$ cat src/rtl/dumper_pkg.sv
// Shared types and helpers for the CPU state dumper: FSM states, default header byte
// and frame-length arithmetic.
package dumper_pkg;

    typedef enum logic [2:0] {
        ST_IDLE,
        ST_HDR,
        ST_FETCH,
        ST_LATCH,
        ST_SEND,
        ST_CSUM,
        ST_DONE
    } state_t;

    localparam logic [7:0] HDR_BYTE_DEF = 8'hA5;

    // Header + 4 bytes per word + checksum.
    function automatic int unsigned frame_len(input int unsigned nregs, input int unsigned nwords);
        return 2 + 4 * (nregs + nwords);
    endfunction

endpackage

$ cat src/rtl/dump_byte_serializer.sv
// Splits a 32-bit word into four bytes, LSB first, and keeps the running XOR of
// every byte handed to the sink.
module dump_byte_serializer
    import dumper_pkg::*;
(
    input  logic        clk,
    input  logic        reset,
    input  logic        clear,
    input  logic        load,
    input  logic [31:0] word,
    input  logic        take,
    output logic [7:0]  byte_out,
    output logic        last_byte,
    output logic [7:0]  csum
);

    logic [31:0] shreg;
    logic [1:0]  cnt;

    always_ff @(posedge clk) begin
        if (reset) begin
            shreg <= '0;
            cnt   <= '0;
            csum  <= '0;
        end else begin
            if (clear) begin
                csum <= '0;
            end
            if (load) begin
                shreg <= word;
                cnt   <= '0;
            end else if (take) begin
                shreg <= {8'h00, shreg[31:8]};
                cnt   <= cnt + 2'd1;
                csum  <= csum ^ shreg[7:0];
            end
        end
    end

    assign byte_out  = shreg[7:0];
    assign last_byte = (cnt == 2'd3);

endmodule

$ cat src/rtl/cpu_state_dumper.sv
// Walks the register file then a window of data memory and streams the contents as
// a framed byte stream (header, little-endian words, XOR checksum).
module cpu_state_dumper
    import dumper_pkg::*;
#(
    parameter int          NUM_REGS  = 32,
    parameter int          MEM_WORDS = 16,
    parameter logic [31:0] MEM_BASE  = 32'h0000_0000,
    parameter logic [7:0]  HDR_BYTE  = HDR_BYTE_DEF
) (
    input  logic        clk,
    input  logic        reset,
    input  logic        start,
    output logic        busy,
    output logic        done,
    output logic [4:0]  rf_addr,
    input  logic [31:0] rf_data,
    output logic [31:0] mem_addr,
    input  logic [31:0] mem_data,
    output logic [7:0]  tx_data,
    output logic        tx_valid,
    input  logic        tx_ready
);

    localparam logic [31:0] NREGS    = 32'(NUM_REGS);
    localparam logic [31:0] LAST_IDX = 32'(NUM_REGS + MEM_WORDS - 1);

    state_t      state, nstate;
    logic [31:0] index;
    logic        is_rf;
    logic        clr, load, take, inc;
    logic [7:0]  ser_byte, csum;
    logic        last_byte;

    // Addresses are a pure function of the index, so they hold steady from FETCH
    // through LATCH for both combinational and registered read ports.
    assign is_rf    = (index < NREGS);
    assign rf_addr  = is_rf ? index[4:0] : 5'd0;
    assign mem_addr = is_rf ? MEM_BASE : MEM_BASE + ((index - NREGS) << 2);

    dump_byte_serializer u_ser (
        .clk       (clk),
        .reset     (reset),
        .clear     (clr),
        .load      (load),
        .word      (is_rf ? rf_data : mem_data),
        .take      (take),
        .byte_out  (ser_byte),
        .last_byte (last_byte),
        .csum      (csum)
    );

    always_ff @(posedge clk) begin
        if (reset) begin
            state <= ST_IDLE;
            index <= '0;
        end else begin
            state <= nstate;
            if (clr) begin
                index <= '0;
            end else if (inc) begin
                index <= index + 32'd1;
            end
        end
    end

    always_comb begin
        nstate   = state;
        busy     = 1'b0;
        done     = 1'b0;
        tx_valid = 1'b0;
        tx_data  = 8'h00;
        clr      = 1'b0;
        load     = 1'b0;
        take     = 1'b0;
        inc      = 1'b0;
        case (state)
            ST_IDLE: begin
                if (start) begin
                    nstate = ST_HDR;
                    clr    = 1'b1;
                end
            end
            ST_HDR: begin
                busy     = 1'b1;
                tx_valid = 1'b1;
                tx_data  = HDR_BYTE;
                if (tx_ready) nstate = ST_FETCH;
            end
            ST_FETCH: begin
                busy   = 1'b1;
                nstate = ST_LATCH;
            end
            ST_LATCH: begin
                busy   = 1'b1;
                load   = 1'b1;
                nstate = ST_SEND;
            end
            ST_SEND: begin
                busy     = 1'b1;
                tx_valid = 1'b1;
                tx_data  = ser_byte;
                if (tx_ready) begin
                    take = 1'b1;
                    if (last_byte) begin
                        inc    = 1'b1;
                        nstate = (index < LAST_IDX) ? ST_FETCH : ST_CSUM;
                    end
                end
            end
            ST_CSUM: begin
                busy     = 1'b1;
                tx_valid = 1'b1;
                tx_data  = csum;
                if (tx_ready) nstate = ST_DONE;
            end
            ST_DONE: begin
                done   = 1'b1;
                nstate = ST_IDLE;
            end
            default: nstate = ST_IDLE;
        endcase
    end

endmodule

$ cat config.mk
export PLATFORM = sky130hd
export DESIGN_NAME = cpu_state_dumper
export DESIGN_NICKNAME = d
export VERILOG_FILES = /design/src/rtl/dumper_pkg.sv /design/src/rtl/dump_byte_serializer.sv /design/src/rtl/cpu_state_dumper.sv
export SDC_FILE = /design/constraint.sdc
export NUM_CORES = 1
export LEC_CHECK = 0
export ABC_CLOCK_PERIOD_IN_PS = 4500
export CAP_MARGIN = 10
export CORE_UTILIZATION = 50
export CTS_CLUSTER_SIZE = 28
export DETAILED_ROUTE_END_ITERATION = 8
export HOLD_SLACK_MARGIN = 0.05
export PLACE_DENSITY_LB_ADDON = 0.25
export RECOVER_POWER = 50
export SLEW_MARGIN = 0
export SYNTH_ARGS = -nofsm -noshare
export SYNTH_HDL_FRONTEND = slang
export SYNTH_SLANG_ARGS = --single-unit
$ cat constraint.sdc
create_clock -name clk -period 4.5 [get_ports clk]
set_clock_uncertainty 0.1 [all_clocks]
set_input_delay 0.9 -clock clk [delete_from_list [all_inputs] [get_ports clk]]
set_output_delay 0.9 -clock clk [all_outputs]
set_load 0.05 [all_outputs]
# Word-level counts from Yosys, hierarchy flattened
# Index checks and enable logic that the tools add are counted.
# W data, S select, Z words.
[totals] input_bits=68 output_inout_bits=48 word_cells=57 regBits=77
[classes] bitwise=1 n_reduce_logical=7 n_eq_ne=12 magnitude_cmp=2 mux=27 addsub=3
[ops] operator="$mux W32" count=4
[ops] operator="$lt A32 B6 Y1 const B" count=2
[ops] operator="$add A32 B1 Y32 const B" count=1
[ops] operator="$sub A30 B6 Y30 const B" count=1
[ops] operator="$mux W8" count=3
[ops] operator="$pmux W8 S3" count=1
[ops] operator="$mux W3" count=6
[ops] operator="$pmux W3 S6" count=1
[ops] operator="$mux W1" count=11
[ops] operator="$ne A2 B2 Y1 const B" count=5
[ops] operator="$eq A3 B3 Y1 const B" count=3
[ops] operator="$xor A8 B8 Y8" count=1
[ops] operator="$eq A3 B2 Y1 const B" count=2
[ops] operator="$mux W5" count=1
[ops] operator="$reduce_and A5 Y1" count=1
[ops] operator="$reduce_or A5 Y1" count=1
[ops] operator="$reduce_or A2 Y1" count=2
[ops] operator="$eq A3 B1 Y1 const B" count=1
[ops] operator="$logic_not A3 Y1" count=1
[ops] operator="$reduce_or A3 Y1" count=1
[ops] operator="$add A2 B1 Y2 const B" count=1
[ops] operator="$eq A2 B2 Y1 const B" count=1
[ops] operator="$reduce_bool A2 Y1" count=1

# Longest topological paths before layout
# Gate-level depths: netlist of the first run.
[depth] word_depth=5 mapped_depth=8 ltp_nobuf=7

# Modules after synthesis
# From an unflattened synthesis of the first run, not the netlist that was laid out.
[unflattened] cells_unflattened=629 hier_area_um2=5315.1
[by_module_without_submodules] module="cpu_state_dumper" n_inst=1 cells_each=428 seq_area_each_um2=700.7 area_per_inst_um2=3185.6
[by_module_without_submodules] module="dump_byte_serializer" n_inst=1 cells_each=201 seq_area_each_um2=840.8 area_per_inst_um2=2129.5

# Worst setup path after synthesis of the first run
# OpenSTA, ideal clock, no wires.
[synth_path] kind="reg-to-output" start="reg index[11]" end="out mem_addr[26]" path_stages_with_launch=7 required_time_ns=3.500 setup_slack_ns=0.625 path_buffers=1 arrival_ns=2.875 cell_sequence="dfxtp_1 clkbuf_1 nor4_1 nand4_1 or2_2 a211o_1 o21ai_0"
[synth_between] elab_chain_len=2 elab_cells_between_ends=3 classes_between="add/sub (1); order compare (1); mux (1)"
[synth_lines] item="start, declared" line_no="cpu_state_dumper.sv:29" text="logic [31:0] index;"
[synth_lines] item="start signal, assigned" line_no="cpu_state_dumper.sv:62" text="index <= index + 32'd1;"
[synth_lines] item="$sub A30 B6 Y30 / $lt A32 B6 Y1 (equally long branches)" line_no="cpu_state_dumper.sv:39, cpu_state_dumper.sv:37"
[synth_lines] item="$mux W32 *" line_no="cpu_state_dumper.sv:39" text="assign mem_addr = is_rf ? MEM_BASE : MEM_BASE + ((index - NREGS) << 2);"
[synth_lines] item="end, declared" line_no="cpu_state_dumper.sv:18" text="output logic [31:0] mem_addr,"
# Every way passes the cells marked *; elsewhere a longest branch is shown, timed or not.

# Final worst setup path of the first run
[layout_path] start="reg index[20]" end="out mem_addr[17]"
[layout_between] elab_chain_len=2
[layout_lines] item="$lt A32 B6 Y1" line_no="cpu_state_dumper.sv:37" text="assign is_rf = (index < NREGS);"
[layout_lines] item="$mux W32" line_no="cpu_state_dumper.sv:39"
# No other way between the ends.

==> results of run 1 <==
[critical path: cells and delay by family, from the launching register on]
family	cells	cell delay (ns)
flip-flops	1	0.40
buffers and inverters	2	1.02
AND/OR/NAND/NOR	4	1.53
[area by class of cell]
cell class | count | area [µm²] | share of cell area
clock buffers | 10 | 128 | 0.0218
clock inverters | 5 | 61.3 | 0.0105
inverters | 6 | 22.5 | 0.00385
multi-input cells | 432 | 2810 | 0.480
flip-flops and latches | 77 | 1540 | 0.263
well taps | 108 | 135 | 0.0231
repair buffers | 118 | 1150 | 0.197
[cell families (layout without fill, tap and decap cells)]
group | count (synthesis) | after routing
muxes | 63 | 63
DFF | 77 | 77
adders and majority gates | 6 | 6
xor gates and xnor gates | 36 | 36
buffers and inverters | 51 | 139
AOI/OAI and AO/OA | 94 | 94
other | 1 | 2
and+or+nand+nor | 231 | 231
[path summary, 6_finish.rpt]
check                  startpoint         endpoint  slack [ns]  depth (start not counted)
setup / recovery        index[20]     mem_addr[17]        0.19                          6
hold / removal    u_ser.shreg[26]  u_ser.shreg[26]        0.36                          2
setup reg to reg        index[20]  u_ser.shreg[15]        0.56                          6
hold reg to reg   u_ser.shreg[26]  u_ser.shreg[26]        0.36                          2
[per-stage QoR]
step	cell area (µm²)	hold slack, ns
detailed placement	5670	0.349
finish	5850	0.358
global route	5850	0.384
CTS	5850	0.361
global placement	5670	0.340
floorplan	4640	0.328
[power groups by stage]
stage | logic, mW | clock network, mW | registers, mW
6_report | 0.241 | 0.520 | 0.715
3_5_place_dp | 0.244 | 0 | 0.731
4_1_cts | 0.244 | 0.535 | 0.715
3_3_place_gp | 0.242 | 0 | 0.730
5_1_grt | 0.259 | 0.563 | 0.718
2_1_floorplan | 0.153 | 0 | 0.713
[cell usage after synthesis, types with 4 or more instances]
| cell type | n |
|---|---|
| dfxtp_1 | 77 |
| mux2i_1 | 60 |
| nor2_1 | 57 |
| nand2_1 | 46 |
| a21oi_1 | 25 |
| xnor2_1 | 25 |
| o22ai_1 | 24 |
| clkbuf_1 | 23 |
| nand3_1 | 21 |
| o21ai_0 | 21 |
| nor3_1 | 18 |
| or3_1 | 15 |
| nand4_1 | 12 |
| nor4_1 | 12 |
| xor2_1 | 11 |
| and2_1 | 10 |
| buf_2 | 8 |
| o21ai_1 | 8 |
| or2_2 | 8 |
| nor2b_1 | 7 |
| ha_1 | 6 |
| inv_1 | 6 |
| or4_1 | 6 |
| buf_6 | 5 |
| a21o_1 | 4 |
| nand2b_1 | 4 |
[metal layers]
| metal | global-route usage | up-vias |
|---|---|---|
| li1 | - | 2160 |
| met3 | 0.0558 | 16 |
| met5 | 0 | - |
| met1 | 0.273 | 1946 |
| met2 | 0.418 | 120 |
| met4 | 0.0769 | 0 |
[flip-flops by register name, indices dropped and copies added, names as in the netlist]
| signal | cells |
|---|---|
| index | 32 |
| state | 3 |
| u_ser.cnt | 2 |
| u_ser.csum | 8 |
| u_ser.shreg | 32 |
==> summary.md, run 1 <==
| Metric | Value |
|---|---|
| Outcome | complete, but fails checks |
| Failing checks | max-capacitance violations, max-slew violations |
| Overall power | 1.48 mW |
| Post-synth top flop | dfxtp_1 |
| Final Cycle Share | 0.958 |
| Layout area overhead | 26.2% |
| Wire length on met3 | 570 µm |
| CP Cell Sequence | or4_4 > nor4b_4 > and2b_2 > buf_4 > nor2_1 > clkdlybuf4s50_1 |
| Fill cells | 765 |
| Clk sinks | 77 |
| Pre-CTS WS | 0.546 ns |
| Cell Count Post-Placement | 741 |
| Max clock buf depth | 2 |
| Vias in the first global route | 4008 |
| Cells after Synth | 559 |
| DR vias/cell | 5.61 |
| Die Width | 98.3 µm |
| Met1 WL | 4770 µm |
| Maxcap violations | 1 |
| Simple-Gate Fraction of Synth Area | 0.262 |
| Fmax | 232 MHz |
| Final nets | 718 |
| Post-cts resize count | 0 |
| Slew headroom | -0.210 |
| Std cell rows | 34 |
| Synthesized area | 0.00464 mm² |
| Worst Path Max Fanout | 25 |
| Synth top area cells | dfxtp_1 (33%), mux2i_1 (13%), xnor2_1 (4.7%) |
| Starting density of the core | 0.524 |
| Largest net degree at the start of global routing | 40 |
| Setup TNS | 0 ns |
| Yosys warnings | 0 |
| Port-buffer cells | 113 |
| Type of the tightest min-delay check | reg2reg |
| Routability Congestion | 0.849 |
| Global-route wire length before repair | 18100 µm |
| Drt total wl | 10800 µm |
| All-Layer GR Usage | 0.233 |
| Fin crit period | 4.31 ns |
| Io pins | 116 |
| Combinational group share of total power | 0.163 |
| Internal power | 1.06 mW |
| Insertion delay to the later sink of the worst-skew pair | 0.36 ns |
| Leakage | 2.28 nW |
| Congestion Overflow GR | 0 |
| Final setup margin | 0.189 ns |
| Post-synthesis xor/xnor area fraction | 0.0680 |
| Top cell type's share of synthesized area | 0.332 |
| Diodes inserted | 0 |
| Main combinational cell family by area after synthesis | simple AND/OR/NAND/NOR gates |
| Root buffer cell | clkbuf_8 |
| Mux cell area share after synthesis | 0.137 |
| CP max-delay cell | clkdlybuf4s50_1 |
| Sw Share | 0.283 |
| Sequential Power Share | 0.485 |
| Initial antenna violation count | 0 |
| Adder-cell share of the synthesized area | 0.0162 |
| Post-route ant nets | 0 |
| PwrDens | 252 mW/mm² |
| Switching power | 0.418 mW |
| Non-Filler Instances | 756 |
| #FFs+latches synth | 77 |
| Initial DRT Pass Iterations | 7 |
| Post-synth EDFFs | 0 |
| Clock Power Share | 0.352 |
| Worst Tran Pin Value | 1.81 ns |
| Layout cells sized above 1 | 0.0586 |
| Post-CTS Setup Bufs | 0 |
| Top layer in use | met4 |
| WL/cell | 14.3 µm |
| CP arrival | 3.31 ns |
| Syn_area_per_cell | 8.30 µm² |
| Distinct cells, synth | 49 |
| Clock-pin slew of the registers on the worst-case setup and hold paths | 0.08 ns |
| Seq/Total Area, Yosys | 0.332 |
| CP endpoint kind | output port |
| DR vias | 4242 |
| Core area | 0.00885 mm² |
| Commonest non-fill, non-tap cells in the layout | clkdlybuf4s50_1 (108), dfxtp_1 (77), mux2i_1 (60) |
| Fin. Hold Viols | 0 |
| Die area | 0.00966 mm² |
| Die H | 98.3 µm |
| Hold_buf cts | 0 |
| Total CTS buffers | 9 |
| CP Launch Type | flip-flop |
| Layout Utilization | 0.661 |
| Post-DP HPWL | 8120 µm |
| Peak supply drop | 142 µV |
| Async set-or-reset flop fraction in the synthesized netlist | 0 |
| Crit path largest cell delay | 0.71 ns |
| Routed met2 length | 5250 µm |
| Compound-Gate Fraction of Synth Area | 0.119 |
| CTS tree | yes |
| Max-slew violation count | 29 |
| Iter 0 DRT Violations | 200 |
| Final Setup Violations | 0 |
| RSZ-0062 raised after global routing | false |
| Maximum level of the CTS H-tree | 3 |
| Critical path type | reg2out |
| WP data required | 3.50 ns |
| DRC Markers | 0 |
| Synth area leader | dfxtp_1 |
| Commonest non-fill, non-tap cell in the layout | clkdlybuf4s50_1 |
Note: power is estimated with default switching activity, not from simulation.
==> run 2, diff against run 1 <==
- ABC_AREA: not set -> 1
- CTS_CLUSTER_DIAMETER: not set -> 200
==> summary.md, run 2 <==
| Metric | Value |
|---|---|
| Outcome | complete, no violations (was complete, but fails checks) |
| Clk sinks | 77 (unchanged) |
| Routed met2 length | 6240 µm (was 5250 µm) |
| Post-route ant nets | 0 (unchanged) |
| Critical path launch point | index[5] (was index[20]) |
| Critical path type | reg2out (unchanged) |
| Worst Tran Pin Value | 1.19 ns (was 1.81 ns) |
| Insertion delay to the later sink of the worst-skew pair | 0.36 ns (about the same) |
| DR vias/cell | 5.03 (was 5.61) |
| Post-synth EDFFs | 0 (unchanged) |
| Global-route wire length before repair | 23700 µm (was 18100 µm) |
| Fmax | 252 MHz (was 232 MHz) |
| CP Launch Type | flip-flop (unchanged) |
| Drt total wl | 14200 µm (was 10800 µm) |
| CP arrival | 2.96 ns (was 3.31 ns) |
| Post-cts resize count | 0 (unchanged) |
| Non-Filler Instances | 1120 (was 756) |
| Layout cells sized above 1 | 0.0539 (was 0.0586) |
| Type of the tightest min-delay check | reg2reg (unchanged) |
| Synthesized area | 0.00525 mm² (was 0.00464 mm²) |
| Met1 WL | 7030 µm (was 4770 µm) |
| Synth top area cells | dfxtp_1 (29%), nand2_1 (16%), inv_1 (9.9%) (was dfxtp_1 (33%), mux2i_1 (13%), xnor2_1 (4.7%)) |
| Cell Count Post-Placement | 1105 (was 741) |
| CP endpoint kind | output port (unchanged) |
| Hold EP | u_ser.csum[0] (was u_ser.shreg[26]) |
| Post-synth top flop | dfxtp_1 (unchanged) |
| Final nets | 1054 (was 718) |
| Congestion Overflow GR | 0 (unchanged) |
| Clock-pin slew of the registers on the worst-case setup and hold paths | 0.08 ns (about the same) |
| Core area | 0.0102 mm² (was 0.00885 mm²) |
| Initial DRT Pass Iterations | 5 (was 7) |
| DR vias | 5639 (was 4242) |
| Post-CTS Setup Bufs | 0 (unchanged) |
| PwrDens | 231 mW/mm² (was 252 mW/mm²) |
| Seq/Total Area, Yosys | 0.294 (was 0.332) |
| Syn_area_per_cell | 5.94 µm² (was 8.30 µm²) |
| Root buffer cell | clkbuf_8 (unchanged) |
| Yosys warnings | 0 (unchanged) |
| Commonest non-fill, non-tap cell in the layout | nand2_1 (was clkdlybuf4s50_1) |
| Max-slew violation count | 0 (was 29) |
| Post-DP HPWL | 10500 µm (was 8120 µm) |
| Die area | 0.0109 mm² (was 0.00966 mm²) |
| Hold path cells | 2 (unchanged) |
| Largest net degree at the start of global routing | 41 (was 40) |
| Diodes inserted | 0 (unchanged) |
| Hold_buf cts | 0 (unchanged) |
| Distinct cells, synth | 35 (was 49) |
| WP data required | 3.50 ns (about the same) |
| Fin crit period | 3.96 ns (was 4.31 ns) |
| Synth area leader | dfxtp_1 (unchanged) |
| Iter 0 DRT Violations | 370 (was 200) |
| Vias in the first global route | 4857 (was 4008) |
| CTS tree | yes (unchanged) |
| RSZ-0062 raised after global routing | false (unchanged) |
| DRC Markers | 0 (unchanged) |
| WL/cell | 12.7 µm (was 14.3 µm) |
| Routability Congestion | 0.964 (was 0.849) |
| Total CTS buffers | 9 (unchanged) |
| Die Width | 104 µm (was 98.3 µm) |
| Port-buffer cells | 113 (unchanged) |
| Async set-or-reset flop fraction in the synthesized netlist | 0 (unchanged) |
| Worst r2r src | state[0] (was index[20]) |
| Hold_sp | u_ser.csum[0] (was u_ser.shreg[26]) |
| Setup TNS | 0 ns (unchanged) |
| Worst R2R Path Depth | 10 (was 6) |
| Die H | 104 µm (was 98.3 µm) |
| Maxcap violations | 0 (was 1) |
| Worst Path Max Fanout | 5 (was 25) |
| Critical R2R Capture | index[22] (was u_ser.shreg[15]) |
| Fin. Hold Viols | 0 (unchanged) |
| All-Layer GR Usage | 0.266 (was 0.233) |
| Largest regs | index (32), u_ser.shreg (32), u_ser.csum (8) (unchanged) |
| Reg2reg setup slack | 1.51 ns (was 0.56 ns) |
| Final Cycle Share | 0.881 (was 0.958) |
| Peak supply drop | 170 µV (was 142 µV) |
| Std cell rows | 37 (was 34) |
| Synth cell count leaders | nand2_1 (226), inv_1 (139), nor2_1 (105) (was dfxtp_1 (77), mux2i_1 (60), nor2_1 (57)) |
| #FFs+latches synth | 77 (unchanged) |
| Initial antenna violation count | 0 (unchanged) |
| Wire length on met3 | 763 µm (was 570 µm) |
| Cells after Synth | 884 (was 559) |
| Max clock buf depth | 2 (unchanged) |
| Maximum level of the CTS H-tree | 3 (unchanged) |
| Slew headroom | 0.204 (was -0.210) |
| Io pins | 116 (unchanged) |
| Top cell type's share of synthesized area | 0.294 (was 0.332) |
| Top layer in use | met4 (unchanged) |
| Leakage | 2.99 nW (was 2.28 nW) |
| Fill cells | 1003 (was 765) |
| Starting density of the core | 0.513 (was 0.524) |
| Count leader, synth | nand2_1 (was dfxtp_1) |
| Final Setup Violations | 0 (unchanged) |
| Layout area overhead | 25.5% (was 26.2%) |
| Commonest non-fill, non-tap cells in the layout | nand2_1 (227), inv_1 (139), nor2_1 (108) (was clkdlybuf4s50_1 (108), dfxtp_1 (77), mux2i_1 (60)) |
-- run 2: cells by family after synthesis --
family	share of synthesized area
and+or+nand+nor	0.373
AOI/OAI and AO/OA	0.151
buffers and inverters	0.141
xor gates and xnor gates	0.0267
DFF	0.294
adders and majority gates	0.0143
other	0.000714
-- run 2: power breakdown --
| part | switching (mW) | internal (mW) | total [mW] |
|---|---|---|---|
| clock network | 0.280 | 0.254 | 0.533 |
| registers | 0.0182 | 0.703 | 0.721 |
| logic | 0.157 | 0.112 | 0.268 |
| total | 0.454 | 1.07 | 1.52 |
-- run 2: metrics by stage --
step | setup slack, ns | utilization | hold slack [ns] | area [µm²] | power, mW
2_1_floorplan | 1.41 | - | 0.339 | 5260 | 0.898
3_3_place_gp | 1.03 | 0.629 | 0.346 | 6430 | 1.01
3_5_place_dp | 0.972 | 0.629 | 0.352 | 6430 | 1.01
4_1_cts | 0.571 | 0.647 | 0.365 | 6620 | 1.52
5_1_grt | 0.313 | 0.644 | 0.388 | 6590 | 1.58
6_report | 0.536 | 0.644 | 0.365 | 6590 | 1.52
-- run 2: cell type report --
cell class,instances,area [µm²],area share
tap,136,170,0.0258
inverter,143,537,0.0815
sequential,77,1540,0.234
timing repair buffer,118,1200,0.183
clock inverter,6,62.6,0.00949
multi-input combinational,631,2950,0.448
clock buffer,9,124,0.0188
-- run 2: per-layer routing --
metal,up-vias,track usage
li1,2947,-
met4,0,0.0653
met1,2510,0.389
met2,170,0.415
met3,12,0.0307
met5,-,0
-- run 2: worst max path at each step --
stage,cells after the start,to
2_1_floorplan,7,mem_addr[23]
3_3_place_gp,8,mem_addr[23]
3_5_place_dp,8,mem_addr[23]
4_1_cts,8,mem_addr[23]
5_1_grt,8,mem_addr[23]
6_report,8,mem_addr[23]
-- run 2: worst max-delay path: stages, from the launching register on --
cell and delay, ns:
dfxtp_1 0.35, inv_1 0.11, ha_1 0.24, nand3_1 0.18, nor3_2 0.35, nand2_1 0.13
or2_2 0.29, a21oi_1 0.14, clkdlybuf4s50_1 0.82
